[src/rtl/jp4diff_tile_reader_pkg.sv]
// Shared JP4-diff definitions: tile geometry, FSM encodings, read tags,
// the permuted tile-buffer address helper and the 0..255 clamp.
package jp4diff_tile_reader_pkg;

  localparam int TILE_PIX  = 256;
  localparam int PLANE_PIX = 64;
  localparam int Y_OFFSET  = 128;

  localparam logic [1:0] ST_IDLE = 2'd0;
  localparam logic [1:0] ST_LOAD = 2'd1;
  localparam logic [1:0] ST_EMIT = 2'd2;

  // Travels alongside each tile-buffer read until its data returns.
  typedef struct packed {
    logic       v;
    logic       emit;
    logic [1:0] p;
    logic [5:0] idx;
    logic       first;
    logic       last;
  } rd_tag_t;

  function automatic logic [7:0] jp4_tile_addr(
    input logic [3:0] r,
    input logic [3:0] k
  );
    return {r[0], r[3:1], k[0], k[3:1]};
  endfunction

  function automatic logic [7:0] sat8(input logic signed [10:0] x);
    if (x < 0)
      return 8'd0;
    else if (x > 11'sd255)
      return 8'hFF;
    else
      return x[7:0];
  endfunction

endpackage

[src/rtl/jp4diff_tile_reader_base_ram.sv]
// 64x8 base-plane store: one synchronous write port, one async read port.
// Ports: clk, we/waddr/wdata (write), raddr/rdata (combinational read).
module jp4diff_tile_reader_base_ram (
  input  logic       clk,
  input  logic       we,
  input  logic [5:0] waddr,
  input  logic [7:0] wdata,
  input  logic [5:0] raddr,
  output logic [7:0] rdata
);

  logic [7:0] mem [64];

  always_ff @(posedge clk) begin
    if (we)
      mem[waddr] <= wdata;
  end

  assign rdata = mem[raddr];

endmodule

[src/rtl/jp4diff_tile_reader.sv]
// JP4-diff tile reader: loads the base plane, then restores a 16x16 tile
// in scanline order. Ports: tile-buffer raddr/ren/rdata, pixel dout/dv,
// status pre_first_out/busy/done, per-tile config bayer_phase/scale_diff/hdr.
module jp4diff_tile_reader
  import jp4diff_tile_reader_pkg::*;
#(
  parameter int RD_LAT = 1
) (
  input  logic       clk,
  input  logic       rst,
  input  logic       en,
  input  logic       start,
  input  logic [1:0] bayer_phase,
  input  logic       scale_diff,
  input  logic       hdr,
  output logic [7:0] raddr,
  output logic       ren,
  input  logic [8:0] rdata,
  output logic [7:0] dout,
  output logic       dv,
  output logic       pre_first_out,
  output logic       busy,
  output logic       done
);

  logic [1:0] state;
  logic [8:0] cnt;
  logic [1:0] bp_q;
  logic       scale_q;
  logic       hdr_q;
  logic       last_q;

  rd_tag_t tag;
  rd_tag_t pipe [RD_LAT];
  rd_tag_t fin;

  logic signed [10:0] y11;
  logic signed [10:0] ya;
  logic signed [10:0] d;
  logic signed [10:0] sum;
  logic [7:0]         b;
  logic               abs_sel;
  logic [7:0]         pix;
  logic               we;

  always_comb begin
    tag   = '0;
    raddr = 8'd0;
    if (state == ST_LOAD) begin
      tag.v   = 1'b1;
      tag.idx = cnt[5:0];
      raddr   = {bp_q[1], cnt[5:3], bp_q[0], cnt[2:0]};
    end else if (state == ST_EMIT && cnt != 9'(TILE_PIX)) begin
      tag.v     = 1'b1;
      tag.emit  = 1'b1;
      tag.p     = {cnt[4], cnt[0]};
      tag.idx   = {cnt[7:5], cnt[3:1]};
      tag.first = (cnt[7:0] == 8'd0);
      tag.last  = (cnt[7:0] == 8'hFF);
      raddr     = jp4_tile_addr(cnt[7:4], cnt[3:0]);
    end
  end

  assign ren = tag.v;
  assign fin = pipe[RD_LAT-1];

  // Restore arithmetic on the tag whose data is on rdata this clock.
  assign y11 = {{2{rdata[8]}}, rdata};
  assign ya  = y11 + 11'(Y_OFFSET);
  assign d   = scale_q ? (y11 <<< 1) : y11;
  assign sum = $signed({3'b000, b}) + d;

  assign abs_sel = (fin.p == bp_q) || (hdr_q && fin.p == ~bp_q);
  assign pix     = abs_sel ? sat8(ya) : sat8(sum);
  assign we      = fin.v && !fin.emit && en && !rst;

  jp4diff_tile_reader_base_ram u_base (
    .clk   (clk),
    .we    (we),
    .waddr (fin.idx),
    .wdata (sat8(ya)),
    .raddr (fin.idx),
    .rdata (b)
  );

  assign pre_first_out = fin.v && fin.emit && fin.first;
  assign busy          = (state != ST_IDLE);

  always_ff @(posedge clk) begin
    if (rst || !en) begin
      state   <= ST_IDLE;
      cnt     <= 9'd0;
      bp_q    <= 2'd0;
      scale_q <= 1'b0;
      hdr_q   <= 1'b0;
      last_q  <= 1'b0;
      dout    <= 8'd0;
      dv      <= 1'b0;
      done    <= 1'b0;
      for (int i = 0; i < RD_LAT; i++)
        pipe[i] <= '0;
    end else begin
      pipe[0] <= tag;
      for (int i = 1; i < RD_LAT; i++)
        pipe[i] <= pipe[i-1];
      done   <= 1'b0;
      dv     <= fin.v && fin.emit;
      last_q <= fin.v && fin.emit && fin.last;
      if (fin.v && fin.emit)
        dout <= pix;
      case (state)
        ST_IDLE: begin
          if (start) begin
            state   <= ST_LOAD;
            cnt     <= 9'd0;
            bp_q    <= bayer_phase;
            scale_q <= scale_diff;
            hdr_q   <= hdr;
          end
        end
        ST_LOAD: begin
          cnt <= cnt + 9'd1;
          if (cnt == 9'(PLANE_PIX - 1)) begin
            state <= ST_EMIT;
            cnt   <= 9'd0;
          end
        end
        ST_EMIT: begin
          // Stay here while the read pipeline drains so busy covers the last dv.
          if (cnt != 9'(TILE_PIX))
            cnt <= cnt + 9'd1;
          if (dv && last_q) begin
            state <= ST_IDLE;
            done  <= 1'b1;
          end
        end
        default: state <= ST_IDLE;
      endcase
    end
  end

endmodule

[config.mk]
export PLATFORM = sky130hd
export DESIGN_NAME = jp4diff_tile_reader
export DESIGN_NICKNAME = d
export VERILOG_FILES = /design/src/rtl/jp4diff_tile_reader_pkg.sv /design/src/rtl/jp4diff_tile_reader_base_ram.sv /design/src/rtl/jp4diff_tile_reader.sv
export SDC_FILE = /design/constraint.sdc
export NUM_CORES = 1
export LEC_CHECK = 0
export BUFFER_PORTS_ARGS = -buffer_cell sky130_fd_sc_hd__buf_4
export CORE_MARGIN = 1
export CORE_UTILIZATION = 39
export CTS_CLUSTER_DIAMETER = 60
export DETAILED_ROUTE_END_ITERATION = 16
export GPL_ROUTABILITY_DRIVEN = 0
export HOLD_SLACK_MARGIN = 0.12
export SETUP_SLACK_MARGIN = 0.2
export SLEW_MARGIN = 25
export SYNTH_ARGS = -nofsm -noshare
export SYNTH_HDL_FRONTEND = slang
export SYNTH_SLANG_ARGS = --single-unit
[constraint.sdc]
create_clock -name clk -period 5.6 [get_ports clk]
set_input_delay 0.56 -clock clk [delete_from_list [all_inputs] [get_ports clk]]
set_output_delay 0.56 -clock clk [all_outputs]
set_load 0.05 [all_outputs]
== Yosys cells after proc, flatten, opt, wreduce, memory -nomap -nowiden ==
Memory sizes are Yosys's and may differ from the RTL's.
Index checks and enable logic that the tools add are counted.

* Equality and inequality tests: 11
* Mux-type cells: 29
* Bitwise gates (word level): 2
* Add/sub/neg operators: 3
* $lt $le $gt $ge: 4
* Reductions and logical operators: 23

{| class="wikitable"
|+ Operator list
! kind !! count
|-
| 2-to-1 mux 8 bit || 7
|-
| 2-to-1 mux 9 bit || 4
|-
| case mux 9 bit (3 select lines) || 1
|-
| 2-to-1 mux 12 bit || 2
|-
| OR reduction 12 bit || 1
|-
| adder 9 x 10 -> 11 bit || 1
|-
| greater-than comparator 11 x 9 -> 1 bit (second input constant) || 1
|-
| less-than comparator 11 x 1 -> 1 bit (second input constant) || 1
|-
| adder 9 x 9 -> 10 bit (second input constant) || 1
|-
| greater-than comparator 10 x 9 -> 1 bit (second input constant) || 1
|-
| less-than comparator 10 x 1 -> 1 bit (second input constant) || 1
|-
| adder 9 x 1 -> 9 bit (second input constant) || 1
|-
| == test 9 x 6 -> 1 bit (second input constant) || 1
|-
| logical AND 1 bit || 9
|-
| inequality test 9 bit (second input constant) || 1
|-
| == test 8 bit (second input constant) || 1
|-
| logical NOT 8 bit || 1
|-
| 2-to-1 mux 1 bit || 8
|-
| 2-to-1 mux 2 bit || 4
|-
| 2-to-1 mux 6 bit || 1
|-
| inequality test 2 x 1 -> 1 bit (second input constant) || 3
|-
| case mux 2 bit (3 select lines) || 1
|-
| AND reduction 3 bit || 2
|-
| == test 2 bit || 2
|-
| 13 further kinds || 16
|}

* Output and inout port bits: 21
* Register bits: 26
* Memories: 2
* Input bits: 17
* Logic and storage cells: 83
* RAM bits: 524

{| class="wikitable"
|+ Memories
! name !! words !! width !! read ports !! clocked after memory_dff !! wr ports !! RTL line !! source
|-
| u_base.mem || 64 || 8 || 1 || 0 || 1 || jp4diff_tile_reader_base_ram.sv:12 || <nowiki>logic [7:0] mem [64];</nowiki>
|-
| pipe || 1 || 12 || 1 || 0 || 1 || jp4diff_tile_reader.sv:34 || <nowiki>rd_tag_t pipe [RD_LAT];</nowiki>
|}

== Depth between registers and ports, before layout ==
* Depth in word-level cells: 6
* Depth in mapped cells: 18
* Depth with buffers taken out: 14

== Cells and area by module ==
A second synthesis with hierarchy kept.

* Cell total of the unflattened synthesis: 1229
* Area total of the unflattened synthesis: 22358.9 µm²

{| class="wikitable"
|+ By module, submodules not included
! module !! instances !! cells each !! area each (µm²) !! sequential area each (µm²)
|-
| jp4diff_tile_reader_base_ram || 1 || 932 || 20006.7 || 15374.7
|-
| jp4diff_tile_reader || 1 || 297 || 2352.3 || 760.7
|}

== Worst setup path before layout ==
No wires, ideal clock.

* Path kind: reg-to-reg
* Start: memory pipe[0][2] (netlist bit)
* End: register dout[0]
* Arrival: 3954 ps
* Path buffers: 2
* Stages on the path, launching flop included: 16
* Clock period less this slack: 4094 ps
* Setup time: 140 ps
* Slack: 1506 ps
* Data required time: 5460 ps
* Cells stage by stage: dfxtp_1 > buf_2 > buf_2 > mux4_2 > mux2i_1 > nor2_1 > nor3_1 > nand4_1 > ha_1 > fa_1 > a211oi_1 > o211ai_1 > nand2_1 > mux2_2 > o31ai_2 > a31oi_1

{| class="wikitable"
|+ RTL lines
! item !! RTL line !! source
|-
| start, declared || jp4diff_tile_reader.sv:34 ||
|-
| end signal, assigned || jp4diff_tile_reader.sv:110 || <nowiki>dout <= pix;</nowiki>
|-
| end, declared || jp4diff_tile_reader.sv:19 || <nowiki>output logic [7:0] dout,</nowiki>
|}

==> reports/results.tsv <==
metric	value	unit
status	complete, no violations	
ys flop type	edfxtp_1	
CTS buffer count	57	
max-slew violation count	0	
Warnings, synthesis	0	
Core ar.	56600	um2
post-route clock period utilization	90.5	%
Worst Max-Slew Pin Slew	1.01	ns
r2r worst-path depth	12	
crit path DAT	5.51	ns
Die Wd	242	um
vias in the first global route	12700	
Worst Path Buf+Inv	0	
Flop pwr share	53.6	%
fill count	4936	
DR WL/cell	26.0	um
gate count after technology mapping	1397	
antenna cells	0	
DIE AREA	58400	um2
largest net degree at the start of global routing	66	
antenna violations before repair	1	
clock-pin slew on the worst setup and hold paths	0.06	ns
setup TNS	0	ns
fin crit period	5.07	ns
Clk pwr share	43.2	%
Bufs on Longest Clock Path	3	
clk_skew	0.0251	ns
DRT antenna net count	0	
Max Cap Violations	0	
Worst Hold Class	in -> reg	
Startpoint Class	flip-flop	
Post-synth ARST share	0	%
DRC	0	
Rows	87	
Distinct cells, synth	68	
critical path's slowest cell	and2_1	
synthesized area	22400	um2
grt total ovfl	0	
FMAX	0.197	GHz
drt first pass iters	5	
worst endpoint required time	6.04	ns
crit path kind	reg -> reg	
clk_lat worst skew	0.61	ns
internal power	6.74	mW
htree depth	2	
Port Buffers	37	
top-area cell type share of the netlist area	68.7	%
VDD IR max	0.218	mV
WHS Path Cells	3	
Leak Pwr	8.21	nW
Vias	13000	
crit-path cells	and2_1 -> a221o_1 -> a222oi_1 -> o22ai_1 -> or4_1 -> ha_1 -> a211oi_1 -> o211ai_1 -> nand2_1 -> mux2_2 -> o31ai_2 -> a31oi_1	
relative slew slack	32.1	%
critical path depth	12	
Post-CTS Hold Buffers	0	
routed wire length	58800	um
endpoints failing hold	0	
clk root buf	clkbuf_16	
Comb pwr share	3.2	%
final net count	1490	
first-pass GRT wire length	86400	um
synthesized area per cell	16.0	um2
CTS tree	done	
ratio of cells with drive above 1 in the final layout	18.2	%
Initial DRC Count	1495	
Post-synth EDFFs	512	
CP delay by family, top	compound AO/OA/AOI/OAI gates	
synthesis-to-finish area growth	13.9	%
biggest area consumer among synthesized cells	edfxtp_1	
Clock Sinks	550	
Initial Utilization	39.6	%
Tot GR Track Use	19.9	%
Sw Pwr	1.75	mW
Tot Pwr	8.49	mW
top cells by area, synth	edfxtp_1 69%, mux4_2 4.6%, dfxtp_1 3.4%	
share of the yosys chip area belonging to registers	72.1	%
Die Y	242	um
pwr dens	333	nW/um2
Yosys reg bits	550	
Post-DP HPWL	37100	um
Finish-stage setup viols	0	
critical path fanouts, max	31	
Final Util	45.0	%
RSZ-0062 raised after global routing	no	
Ports	38	
Post-Syn Nets	1431	
Worst path max stage delay	0.56	ns
crit path capture type	flip-flop	
Net Sw Frac	20.6	%
routed vias/inst	5.75	
layout by cell type, fill, tap and decap left out, drive strengths merged, types with 13 or more instances in the layout:
cell / instances
buf: 83
mux2: 48
and2: 13
nand2: 69
dfxtp: 38
a22oi: 30
clkinv: 19
nand3: 15
a221oi: 55
a21oi: 55
clkbuf: 80
nor2: 121
and3: 13
a22o: 15
edfxtp: 512
o22ai: 19
o21ai: 41
ha: 16
mux4: 46
mux2i: 54
inv: 21
kinds of logic after synthesis:
group / count (synthesis) / synth area share [%]
simple gates: 278 / 5.64
mux: 148 / 9.46
buf+inv: 102 / 2.09
compound gates: 287 / 9.18
xor+xnor: 15 / 0.587
flops: 550 / 72.1
fa+ha+maj: 17 / 0.984
cell usage after synthesis (all sizes together) (3+ instances only):
cell / n
a211oi: 4
a21o: 7
a21oi: 55
a221o: 8
a221oi: 55
a22o: 15
a22oi: 30
a31oi: 7
and2: 13
and3: 13
buf: 42
clkbuf: 41
dfxtp: 38
edfxtp: 512
ha: 16
inv: 18
mux2: 48
mux2i: 54
mux4: 46
nand2: 69
nand2b: 3
nand3: 15
nand3b: 3
nand4: 8
nor2: 121
nor2b: 11
nor3: 8
o2111ai: 3
o211ai: 4
o21ai: 41
o221ai: 6
o22a: 10
o22ai: 19
o2bb2ai: 6
or2: 3
xnor2: 4
xor2: 11
power groups by stage:
stage               combinational [mW]  clock (mW)  sequential, mW
detailed placement               0.272           0            4.64
global route                     0.294        3.86            4.55
floorplan                        0.147           0            4.65
finish                           0.272        3.67            4.55
global placement                 0.263           0            4.64
CTS                              0.274        3.71            4.55
registers in the layout, indices dropped and copies added (netlist names):
signal / cells
dv: 1
last_q: 1
u_base.mem: 512
done: 1
state: 2
hdr_q: 1
dout: 8
bp_q: 2
pipe: 12
scale_q: 1
cnt: 9
metal layers:
| metal | wire length [um] | vias up | global-route usage [%] | share of wire, % |
|---|---|---|---|---|
| met1 | 24300 | 6679 | 26.9 | 41 |
| met2 | 28500 | 530 | 32.8 | 48 |
| met3 | 4250 | 104 | 3.50 | 7.2 |
| li1 | - | 5689 | - | - |
| met5 | 0 | - | 0 | 0 |
| met4 | 1750 | 0 | 6.18 | 3.0 |
area by class of cell:
type / instances / area, um2 / share of cell area [%]
tap: 756 / 946 / 3.71
clock buffer: 80 / 1570 / 6.14
clock inverter: 27 / 239 / 0.937
multi-input combinational: 745 / 5870 / 23.0
inverter: 19 / 71.3 / 0.280
timing repair buffer: 83 / 661 / 2.59
sequential: 550 / 16100 / 63.3
through the flow:
| step | area (um2) | instances | setup WS [ns] | hold slack, ns |
|---|---|---|---|---|
| floorplan | 22400 | 1397 | 1.51 | 0.423 |
| global placement | 23700 | 2152 | 0.572 | 0.438 |
| detailed placement | 23700 | 2152 | 0.509 | 0.442 |
| CTS | 25500 | 2259 | 0.481 | 0.199 |
| global route | 25500 | 2260 | 0.312 | 0.216 |
| finish | 25500 | 2260 | 0.530 | 0.224 |
what timing repair did:
action | in CTS | in global routing
setup endpoints to repair | 0 | 7
resized for setup | 0 | 0
setup buffers | 0 | 1
path summary, 6_finish.rpt:
kind | start | endpoint | slack [ns]
min reg2reg | pipe[0][0] | last_q | 0.45
min | scale_diff | scale_q | 0.22
max | pipe[0][4] | dout[6] | 0.53
max reg2reg | pipe[0][4] | dout[6] | 0.53
worst reg2reg max path, cell delays in order (launching register included):
cell and delay, ns:
dfxtp_4 0.49, and2_1 0.58, a221o_1 0.50, a222oi_1 0.49, o22ai_1 0.22, or4_1 0.56
ha_1 0.39, a211oi_1 0.34, o211ai_1 0.16, nand2_1 0.13, mux2_2 0.35, o31ai_2 0.51
a31oi_1 0.19
(Power assumes the default switching activity.)
